===== src/rtl/ssd_scan_mux.sv =====
// ssd_scan_mux: time-multiplexing scanner for a 4-digit common-anode
// seven-segment display.
//
// A 16-bit packed BCD value is captured into a shadow register on `load`.
// At each frame boundary, the shadow value is transferred to the display
// register, so a frame is never torn. A prescaler produces one tick every
// REFRESH_DIV cycles. Each tick registers the BCD nibble and the active-low
// anode enable for the current slot, and then advances the slot index.
// Leading zeros (when enabled) and non-BCD nibbles are blanked.
//
// Ports:
//   clk       in   system clock, rising edge
//   rst       in   synchronous active-high reset
//   load      in   single-cycle strobe, captures `value` into the shadow
//   value     in   [15:0] packed BCD, [3:0] = digit 0
//   blank_lz  in   blank leading-zero digits 3..1 (sampled on ticks)
//   digit     out  [3:0] BCD nibble for the segment decoder
//   an        out  [3:0] active-low anode enables, an[i] lights digit i
//   pending   out  loaded value waiting for the next frame boundary
//   bcd_err   out  one-cycle pulse after a load containing a nibble > 9
module ssd_scan_mux #(
  parameter int unsigned REFRESH_DIV = 100000
) (
  input  logic        clk,
  input  logic        rst,
  input  logic        load,
  input  logic [15:0] value,
  input  logic        blank_lz,
  output logic [3:0]  digit,
  output logic [3:0]  an,
  output logic        pending,
  output logic        bcd_err
);

  localparam int unsigned CW = (REFRESH_DIV > 1) ? $clog2(REFRESH_DIV) : 1;

  logic [CW-1:0] cnt_q,     cnt_d;
  logic [1:0]    idx_q,     idx_d;
  logic [15:0]   shadow_q,  shadow_d;
  logic [15:0]   disp_q,    disp_d;
  logic          pending_q, pending_d;
  logic          bcd_err_q, bcd_err_d;
  logic [3:0]    digit_q,   digit_d;
  logic [3:0]    an_q,      an_d;

  logic          tick;
  logic [15:0]   disp_src;
  logic [3:0]    nib;
  logic [15:0]   upper;
  logic          lz_blank;
  logic          val_bad;

  assign tick = (cnt_q == CW'(REFRESH_DIV - 1));

  // Any nibble of the incoming value outside 0..9.
  always_comb begin
    val_bad = 1'b0;
    for (int unsigned i = 0; i < 4; i++) begin
      if (value[i*4 +: 4] > 4'd9) val_bad = 1'b1;
    end
  end

  // On a frame-boundary swap, the slot-0 output has to see the new display
  // value in the same tick, so the output path reads the next-state source.
  always_comb begin
    disp_src = disp_q;
    if (tick && (idx_q == 2'd0) && pending_q) disp_src = shadow_q;
  end

  assign nib      = disp_src[{idx_q, 2'b00} +: 4];
  assign upper    = disp_src >> {idx_q, 2'b00};
  assign lz_blank = blank_lz && (idx_q != 2'd0) && (upper == 16'h0000);

  always_comb begin
    cnt_d     = tick ? '0 : cnt_q + CW'(1);
    idx_d     = idx_q;
    shadow_d  = shadow_q;
    disp_d    = disp_q;
    pending_d = pending_q;
    bcd_err_d = 1'b0;
    digit_d   = digit_q;
    an_d      = an_q;

    if (tick) begin
      if ((idx_q == 2'd0) && pending_q) begin
        disp_d    = shadow_q;
        pending_d = 1'b0;
      end
      if ((nib > 4'd9) || lz_blank) begin
        an_d    = '1;
        digit_d = '0;
      end else begin
        an_d    = ~(4'b0001 << idx_q);
        digit_d = nib;
      end
      idx_d = idx_q + 2'd1;
    end

    // A load in the same cycle as a swap overrides the pending clear: the
    // display takes the old shadow, and the new value waits a frame.
    if (load) begin
      shadow_d  = value;
      pending_d = 1'b1;
      bcd_err_d = val_bad;
    end
  end

  always_ff @(posedge clk) begin
    if (rst) begin
      cnt_q     <= '0;
      idx_q     <= '0;
      shadow_q  <= '0;
      disp_q    <= '0;
      pending_q <= 1'b0;
      bcd_err_q <= 1'b0;
      digit_q   <= '0;
      an_q      <= '1;
    end else begin
      cnt_q     <= cnt_d;
      idx_q     <= idx_d;
      shadow_q  <= shadow_d;
      disp_q    <= disp_d;
      pending_q <= pending_d;
      bcd_err_q <= bcd_err_d;
      digit_q   <= digit_d;
      an_q      <= an_d;
    end
  end

  assign digit   = digit_q;
  assign an      = an_q;
  assign pending = pending_q;
  assign bcd_err = bcd_err_q;

endmodule

===== config.mk =====
export PLATFORM = sky130hd
export DESIGN_NAME = ssd_scan_mux
export DESIGN_NICKNAME = d
export VERILOG_FILES = /design/src/rtl/ssd_scan_mux.sv
export SDC_FILE = /design/constraint.sdc
export NUM_CORES = 1
export LEC_CHECK = 0
export CORE_UTILIZATION = 40
export DETAILED_ROUTE_END_ITERATION = 12
export PLACE_DENSITY = 0.68
export SYNTH_ARGS = -nofsm -noshare
export SYNTH_HDL_FRONTEND = slang
export SYNTH_SLANG_ARGS = --single-unit

===== constraint.sdc =====
create_clock -name clk -period 3.5 [get_ports clk]
set_clock_uncertainty 0.2 [all_clocks]
set_input_delay 0.35 -clock clk [delete_from_list [all_inputs] [get_ports clk]]
set_output_delay 0.35 -clock clk [all_outputs]
set_load 0.02 [all_outputs]

[Yosys cells after proc, flatten, opt, wreduce, memory -nomap -nowiden]
Cells that the tools add are included.
Word-level totals
  register bits: 61
  bits of input ports: 20
  logic and storage cells: 46
Cells by class
  add/sub/neg operators: 2
  order comparisons: 5
  equality and inequality tests: 1
  shifts and indexed selects: 3
  multiplexer cells: 10
  bitwise gates (word level): 2
  reduce and logical (&&, ||, !) cells: 15
Operators by type and width (number)
  4-bit greater-than comparator (second input constant): 5
  17-bit by 1-bit adder with 17-bit output (second input constant): 1
  17-bit equality test (second input constant): 1
  16-bit logical NOT: 1
  16-bit 2-to-1 mux: 1
  16-bit by 5-bit indexed part select with 4-bit output: 1
  16-bit by 4-bit right shift with 16-bit output: 1
  4-bit 2-to-1 mux: 2
  1-bit 2-to-1 mux: 7
  2-bit nonzero test: 3
  1-bit logical AND: 5
  4-bit inverter: 1
  2-bit AND reduction: 2
  2-bit OR reduction: 2
  1-bit by 2-bit << shifter with 4-bit output (first input constant): 1
  2-bit by 1-bit adder with 2-bit output (second input constant): 1
  2-bit logical NOT: 1
  1-bit logical OR: 1
  1-bit inverter: 1

[Logic depth before layout (Yosys ltp)]
Gate-level depths: netlist (run 1).
  depth after elaboration: 9
  gate-level depth with buffers: 11
  mapped depth without buffers: 8

[Worst setup path after synthesis (run 1)]
Ideal clock, no wire load.
  kind: flip-flop to flip-flop
  from: register cnt_q[0]
  to: register an_q[1] (netlist: an[1])
  library setup time: 74 ps
  arrival time: 2398 ps
  required time: 3226 ps
  setup slack: 828 ps
  stages on the path, launching flop included: 9
  buffers on the path: 0
  clock period less this slack: 2672 ps
  cells stage by stage: dfxtp_1 > ha_1 > and4_1 > nand4_4 > nor2_8 > mux4_1 > nor3_1 > o2111ai_2 > a31oi_1
Between the ends
  word-level cells in the longest chain between the ends: 9
RTL lines
  start, declared: line 37  | logic [CW-1:0] cnt_q, cnt_d;
  start signal, assigned: line 119  | cnt_q <= cnt_d;
  17-bit equality test *: line 53  | assign tick = (cnt_q == CW'(REFRESH_DIV - 1));
  parallel branches: the longest is 8 deep, another holds 4-bit greater-than comparator
  end signal, assigned: line 126  | an_q <= an_d;
  end, declared: line 44  | logic [3:0] an_q, an_d;
Mark *: on every way between the ends.
A chain may end at the register's enable or synchronous reset.

[Worst setup path in the final report (run 1)]
  from: register cnt_q[0]
  to: register an_q[3] (netlist: an[3])
Same word-level chain as after synthesis.

==> results by group, run 1 <==
Route
  – Vias per cell: 5.25
  – DR pass1 iterations: 8
  – DRC violations left: 2
  – Routed Wire Length: 5480 um
  – 1st-iter DRT viols: 104
  – Final ANT Viol Nets: 0
  – DR vias: 2058
  – Post-DR wirelength/cell: 14.0 um

CTS
  – Clock slew at reported path FFs: 60 ps
  – Post-CTS Resized: 0
  – Clock tree buffer depth: 2
  – Setup Buffers After CTS: 0
  – CTS Hold Bufs: 0
  – CTS tree: done
  – Num CTS Buffers: 9
  – Clock latency on the worst-skew pair: 350 ps
  – CTS root buffer: clkbuf_8
  – CTS sink count: 61
  – H-Tree Depth: 3

Status
  – Failing checks: design-rule violations
  – Outcome: complete, but fails checks

STA
  – F_max: 314 MHz
  – Measured slew at the worst slew-check pin: 991 ps
  – Final hold vios: 0
  – Setup TNS: 0 ps
  – Min Tclk post-route: 3180 ps
  – Max-slew violations: 0
  – RSZ-0062 raised after global routing: no
  – Max_slew headroom: 0.337
  – Final setup violation count: 0
  – Final Cycle Share: 0.909

GRT
  – Initial antenna violation count: 0
  – Largest net degree at the start of global routing: 37
  – Grt total ovfl: 0
  – First-pass GRT wire length: 9730 um
  – Vias in the first global route: 2035
  – All-Layer GR Usage: 0.176

Power and ir drop
  – Internal power: 0.00128 W
  – VDD IR max: 0.320 mV
  – Leakage power figure: 1.30 nW
  – Sw frac: 0.198
  – Comb power frac: 0.047
  – Clock network power share: 0.499
  – P_sw: 0.000317 W
  – Reg power frac: 0.454
  – PwrDens: 482 nW/um^2

Synthesis
  – Synth warn: 0
  – Top FF cell, synth: dfxtp_1
  – Netlist cell types: 44
  – Seq cells post-synth: 61
  – Syn avg cell area: 9.68 um^2
  – Async S/R FF share, synth: 0
  – Syn Inst Count: 283
  – Synth Cell Area: 2740 um^2
  – Sequential fraction of the synthesis area: 0.446
  – Post-synth EDFFs: 0
  – Syn_nets: 308

Critical path
  – Worst setup path category: reg -> reg
  – Critical Path RT: 3570 ps
  – CP startpoint kind: flip-flop
  – Worst Setup End Kind: flip-flop
  – Crit-path max FO: 23
  – Crit path DAT: 3250 ps

Final layout
  – Fin util: 0.511
  – Final layout net count: 335
  – Area delta synth->final: 21.1%
  – Share of cells above drive strength 1: 0.0857
  – Fillers: 608
  – ANT cells: 0

Placed design
  – PortBufs: 29
  – GPL Wtd Cong: 0.920
  – DP HPWL: 3970 um

Floorplanning
  – Initial Util: 0.422
  – Die Wd: 84.8 um
  – # IOs: 30
  – Die area: 7190 um^2
  – Die height: 84.8 um
  – Row cnt: 29
  – Core ar.: 6490 um^2

Hold path
  – Hold WC Path Type: reg -> reg

Job
  – MaxCap Viol Count: 0
## power groups by stage
stage,registers [W],logic (W),clock network (W)
floorplan,0.000736,0.0000408,0
global placement,0.000740,0.0000758,0
detailed placement,0.000740,0.0000767,0
CTS,0.000725,0.0000772,0.000817
global route,0.000727,0.0000857,0.000845
finish,0.000725,0.0000759,0.000798
## state kept, by name, indices dropped and copies added, names as in the netlist
signal    count
cnt_q        17
disp_q       16
shadow_q     16
an            4
digit         4
idx_q         2
bcd_err       1
pending       1
## cell families (layout without fill, tap and decap cells)
group / count (synthesis) / in the layout / share of synthesized area
buffers and inverters: 17 / 49 / 0.0320
XOR/XNOR: 14 / 14 / 0.0447
adder cells (fa/ha/maj): 5 / 5 / 0.0228
flip-flops: 61 / 61 / 0.446
AND/OR/NAND/NOR: 119 / 119 / 0.219
AO/OA/AOI/OAI: 34 / 34 / 0.0772
multiplexers: 33 / 33 / 0.158
## final timing paths
path,from,to,slack [ps],cells after the start
worst min-delay path,cnt_q[0]$_SDFF_PP0_,cnt_q[0]$_SDFF_PP0_,270,1
worst max register to register,cnt_q[0]$_SDFF_PP0_,an[3]$_SDFFE_PP1P_,320,8
worst max-delay path,cnt_q[0]$_SDFF_PP0_,an[3]$_SDFFE_PP1P_,320,8
worst min register to register,cnt_q[0]$_SDFF_PP0_,cnt_q[0]$_SDFF_PP0_,270,1
## layer usage
layer	vias to the layer above	global-route usage	wire, um
li1	1045	-	-
met1	949	0.227	2670
met2	50	0.256	2400
met3	14	0.0600	243
met4	0	0.102	166
met5	-	0	0
## cell usage after synthesis (all sizes together) (4+ instances only)
| cell | n | area share |
|---|---|---|
| mux4 | 7 | 0.063 |
| ha | 5 | 0.023 |
| a21oi | 13 | 0.024 |
| clkbuf | 9 | 0.012 |
| nand2 | 34 | 0.047 |
| nor4 | 5 | 0.011 |
| nor2 | 47 | 0.070 |
| or3 | 4 | 0.0091 |
| dfxtp | 61 | 0.45 |
| mux2i | 25 | 0.091 |
| buf | 5 | 0.016 |
| nand3 | 6 | 0.011 |
| o21ai | 9 | 0.016 |
| xor2 | 11 | 0.035 |
## cells in the final DEF (no fill, tap or decap), types with 3 or more instances in the layout
| master | netlist | final |
|---|---|---|
| xor2_1 | 11 | 11 |
| a31oi_1 | 3 | 3 |
| nor2_1 | 46 | 46 |
| inv_1 | 3 | 3 |
| dfxtp_1 | 61 | 61 |
| o21ai_0 | 9 | 9 |
| nand2_1 | 34 | 34 |
| ha_1 | 5 | 5 |
| a22o_1 | 3 | 3 |
| clkbuf_8 | 0 | 12 |
| o211ai_1 | 3 | 3 |
| bufinv_16 | 0 | 3 |
| xnor2_1 | 3 | 3 |
| mux4_1 | 4 | 4 |
| mux4_2 | 3 | 3 |
| nor3_1 | 3 | 3 |
| a21oi_1 | 13 | 13 |
| nand3_1 | 6 | 6 |
| nor4_1 | 5 | 5 |
| or3_1 | 4 | 4 |
| clkdlybuf4s50_1 | 0 | 29 |
| mux2i_1 | 25 | 25 |
## worst max-delay path, cell delays in order (launching register included)
cell       delay (ps)
dfxtp_1           370
ha_1              230
and4_1            310
nand4_4           210
nor2_8            410
mux4_1            660
nor3_1            310
o2111ai_2         200
a31oi_1           190
## cell type report
type                       count  area, um^2  share of cell area
clock buffer                  13         169              0.0509
clock inverter                 3        90.1              0.0272
inverter                       3        11.3             0.00339
multi-input combinational    205        1430               0.432
sequential                    61        1220               0.368
tap                           77        96.3              0.0290
timing repair buffer          30         298              0.0898
## metrics by stage
step / area (um^2) / setup WS [ps] / hold slack, ps / std cells / total power (W)
after floorplan: 2740 / 828 / 230 / 283 / 0.000777
after global placement: 3060 / 454 / 247 / 376 / 0.000816
after detailed placement: 3060 / 310 / 257 / 376 / 0.000817
after CTS: 3320 / 271 / 272 / 392 / 0.00162
after global routing: 3320 / 82.4 / 291 / 392 / 0.00166
final: 3320 / 319 / 271 / 392 / 0.00160
Power figures use the tool's default switching activity.
==> inputs of run 2 (changes only) <==
--- a/config.mk
+++ b/config.mk
@@ -5,9 +5,9 @@
 export SDC_FILE = /design/constraint.sdc
 export NUM_CORES = 1
 export LEC_CHECK = 0
-export CORE_UTILIZATION = 40
+export CORE_UTILIZATION = 54
 export DETAILED_ROUTE_END_ITERATION = 12
-export PLACE_DENSITY = 0.68
+export PLACE_DENSITY = 0.85
 export SYNTH_ARGS = -nofsm -noshare
 export SYNTH_HDL_FRONTEND = slang
 export SYNTH_SLANG_ARGS = --single-unit
==> results by group, run 2 (synthesis results as in run 1) <==
Status
  – Outcome: finished clean

STA
  – Max-slew violations: 0 (unchanged)
  – Max_slew headroom: 0.330 (-0.00668)
  – Final hold vios: 0 (unchanged)
  – RSZ-0062 raised after global routing: no
  – Min Tclk post-route: 3250 ps (+69.2 ps)
  – Measured slew at the worst slew-check pin: 1000 ps (+10.0 ps)
  – F_max: 308 MHz (-2.1%)
  – Final Cycle Share: 0.929 (+0.0198)
  – Final WS setup: 250 ps (-69.2 ps)
  – Setup TNS: 0 ps (unchanged)
  – Final setup violation count: 0 (unchanged)

Floorplanning
  – Core ar.: 4820 um^2 (-26%)
  – Die height: 73.2 um (-14%)
  – # IOs: 30 (unchanged)
  – Die area: 5360 um^2 (-25%)
  – Row cnt: 25 (-14%)
  – Initial Util: 0.569 (+0.147)
  – Die Wd: 73.2 um (-14%)

Final layout
  – Area delta synth->final: 18.7%
  – ANT cells: 0 (unchanged)
  – Biggest register: cnt_q
  – Fin util: 0.675 (+0.164)
  – Cell area after layout: 3250 um^2 (-2.0%)
  – Final layout net count: 336 (+0.30%)
  – Largest register FFs: 17 (unchanged)
  – Largest registers: cnt_q (17), disp_q (16), shadow_q (16)
  – Commonest non-fill, non-tap cells in the layout: dfxtp_1, nor2_1, nand2_1
  – Share of cells above drive strength 1: 0.0918 (+0.00606)
  – Most common cell after layout, fill and taps aside: dfxtp_1

Route
  – Final ANT Viol Nets: 0 (unchanged)
  – Routed Wire Length: 5540 um (+1.2%)
  – DR pass1 iterations: 5 (-3)
  – Post-DR wirelength/cell: 14.5 um (+3.5%)
  – Vias per cell: 5.45 (+3.9%)
  – DR vias: 2089 (+1.5%)
  – DRC violations left: 0 (-2)
  – 1st-iter DRT viols: 144 (+38%)

Job
  – MaxCap Viol Count: 0 (unchanged)

CTS
  – Clock latency on the worst-skew pair: 350 ps (about the same)
  – CTS sink count: 61 (unchanged)
  – CTS tree: done
  – CTS Hold Bufs: 0 (unchanged)
  – CTS root buffer: clkbuf_8
  – Post-CTS Resized: 0 (unchanged)
  – H-Tree Depth: 3 (unchanged)
  – Setup Buffers After CTS: 0 (unchanged)
  – Num CTS Buffers: 9 (unchanged)
  – Clock slew at reported path FFs: 70 ps (about the same)
  – Clock tree buffer depth: 2 (unchanged)

Hold path
  – Hold WC Path Type: reg -> reg
  – Min-delay src: disp_q[5]$_SDFFE_PP0P_
  – Worst Hold Endpoint: disp_q[5]$_SDFFE_PP0P_
  – Hold depth: 2 (+1)

GRT
  – Largest net degree at the start of global routing: 37 (unchanged)
  – Grt total ovfl: 0 (unchanged)
  – All-Layer GR Usage: 0.238 (+0.0619)
  – Initial antenna violation count: 0 (unchanged)
  – First-pass GRT wire length: 9310 um (-4.3%)
  – Vias in the first global route: 1976 (-2.9%)

Power and ir drop
  – Leakage power figure: 1.26 nW (-2.6%)
  – VDD IR max: 0.306 mV (-4.3%)
  – PwrDens: 435 nW/um^2 (-9.8%)

Critical path
  – R2R Path End: an[2]$_SDFFE_PP1P_
  – CP startpoint kind: flip-flop
  – Worst Setup End Kind: flip-flop
  – Worst setup path category: reg -> reg
  – Crit-path max FO: 23 (unchanged)
  – Critical Path RT: 3570 ps (about the same)
  – Worst R2R Start: cnt_q[0]$_SDFF_PP0_
  – CP startpoint: cnt_q[0]$_SDFF_PP0_
  – Crit path DAT: 3320 ps (+70 ps)
  – Worst Reg-to-Reg Cells: 8 (unchanged)
  – Worst reg2reg setup slack: 250 ps (-70 ps)

Placed design
  – Placed Area: 3050 um^2 (-0.16%)
  – PortBufs: 29 (unchanged)
  – Dpl ws: 331 ps (+20.7 ps)
  – GPL Wtd Cong: 0.970 (+5.3%)
  – DP HPWL: 4000 um (+0.80%)
## run 2: per-layer routing
| layer | track usage | part of all wire | vias up |
|---|---|---|---|
| met4 | 0.0980 | 0.021 | 0 |
| met3 | 0.0967 | 0.056 | 14 |
| met2 | 0.367 | 0.47 | 51 |
| li1 | - | - | 1050 |
| met1 | 0.295 | 0.45 | 974 |
| met5 | 0 | 0 | - |
## run 2: layout make-up
cell class | instances | area [um^2]
inverter | 3 | 11.3
fill | 396 | 1570
timing repair buffer | 31 | 305
sequential | 61 | 1220
tap | 67 | 83.8
multi-input combinational | 205 | 1430
clock buffer | 9 | 124
clock inverter | 7 | 75.1
## run 2: how the worst max path moves through the flow
stage | end | cells after the start | slack, ps
after floorplan | an[1]$_SDFFE_PP1P_ | 8 | 830
after global placement | an[2]$_SDFFE_PP1P_ | 8 | 450
after detailed placement | an[2]$_SDFFE_PP1P_ | 8 | 330
after CTS | an[2]$_SDFFE_PP1P_ | 8 | 230
after global routing | an[2]$_SDFFE_PP1P_ | 8 | 30
final | an[2]$_SDFFE_PP1P_ | 8 | 250
## run 2: metrics by stage
step | std cells | total power [W] | hold slack [ps]
finish | 383 | 0.00141 | 272
global route | 383 | 0.00147 | 287
CTS | 383 | 0.00143 | 273
detailed placement | 367 | 0.000816 | 262
global placement | 367 | 0.000813 | 245
floorplan | 283 | 0.000777 | 230
## run 2: critical path: stages (launching register included)
cell and delay [ps]:
dfxtp_1 380, ha_1 240, and4_1 300, nand4_4 200, nor2_8 400, mux4_1 680
nor3_1 340, o2111ai_2 210, a31oi_1 210
## run 2: report_power, final
| group | switching (W) | leakage [nW] | internal (W) |
|---|---|---|---|
| sequential | 0.0000151 | 0.496 | 0.000709 |
| clock | 0.000284 | 0.0918 | 0.000330 |
| combinational | 0.0000357 | 0.676 | 0.0000406 |
| total | 0.000334 | 1.26 | 0.00108 |
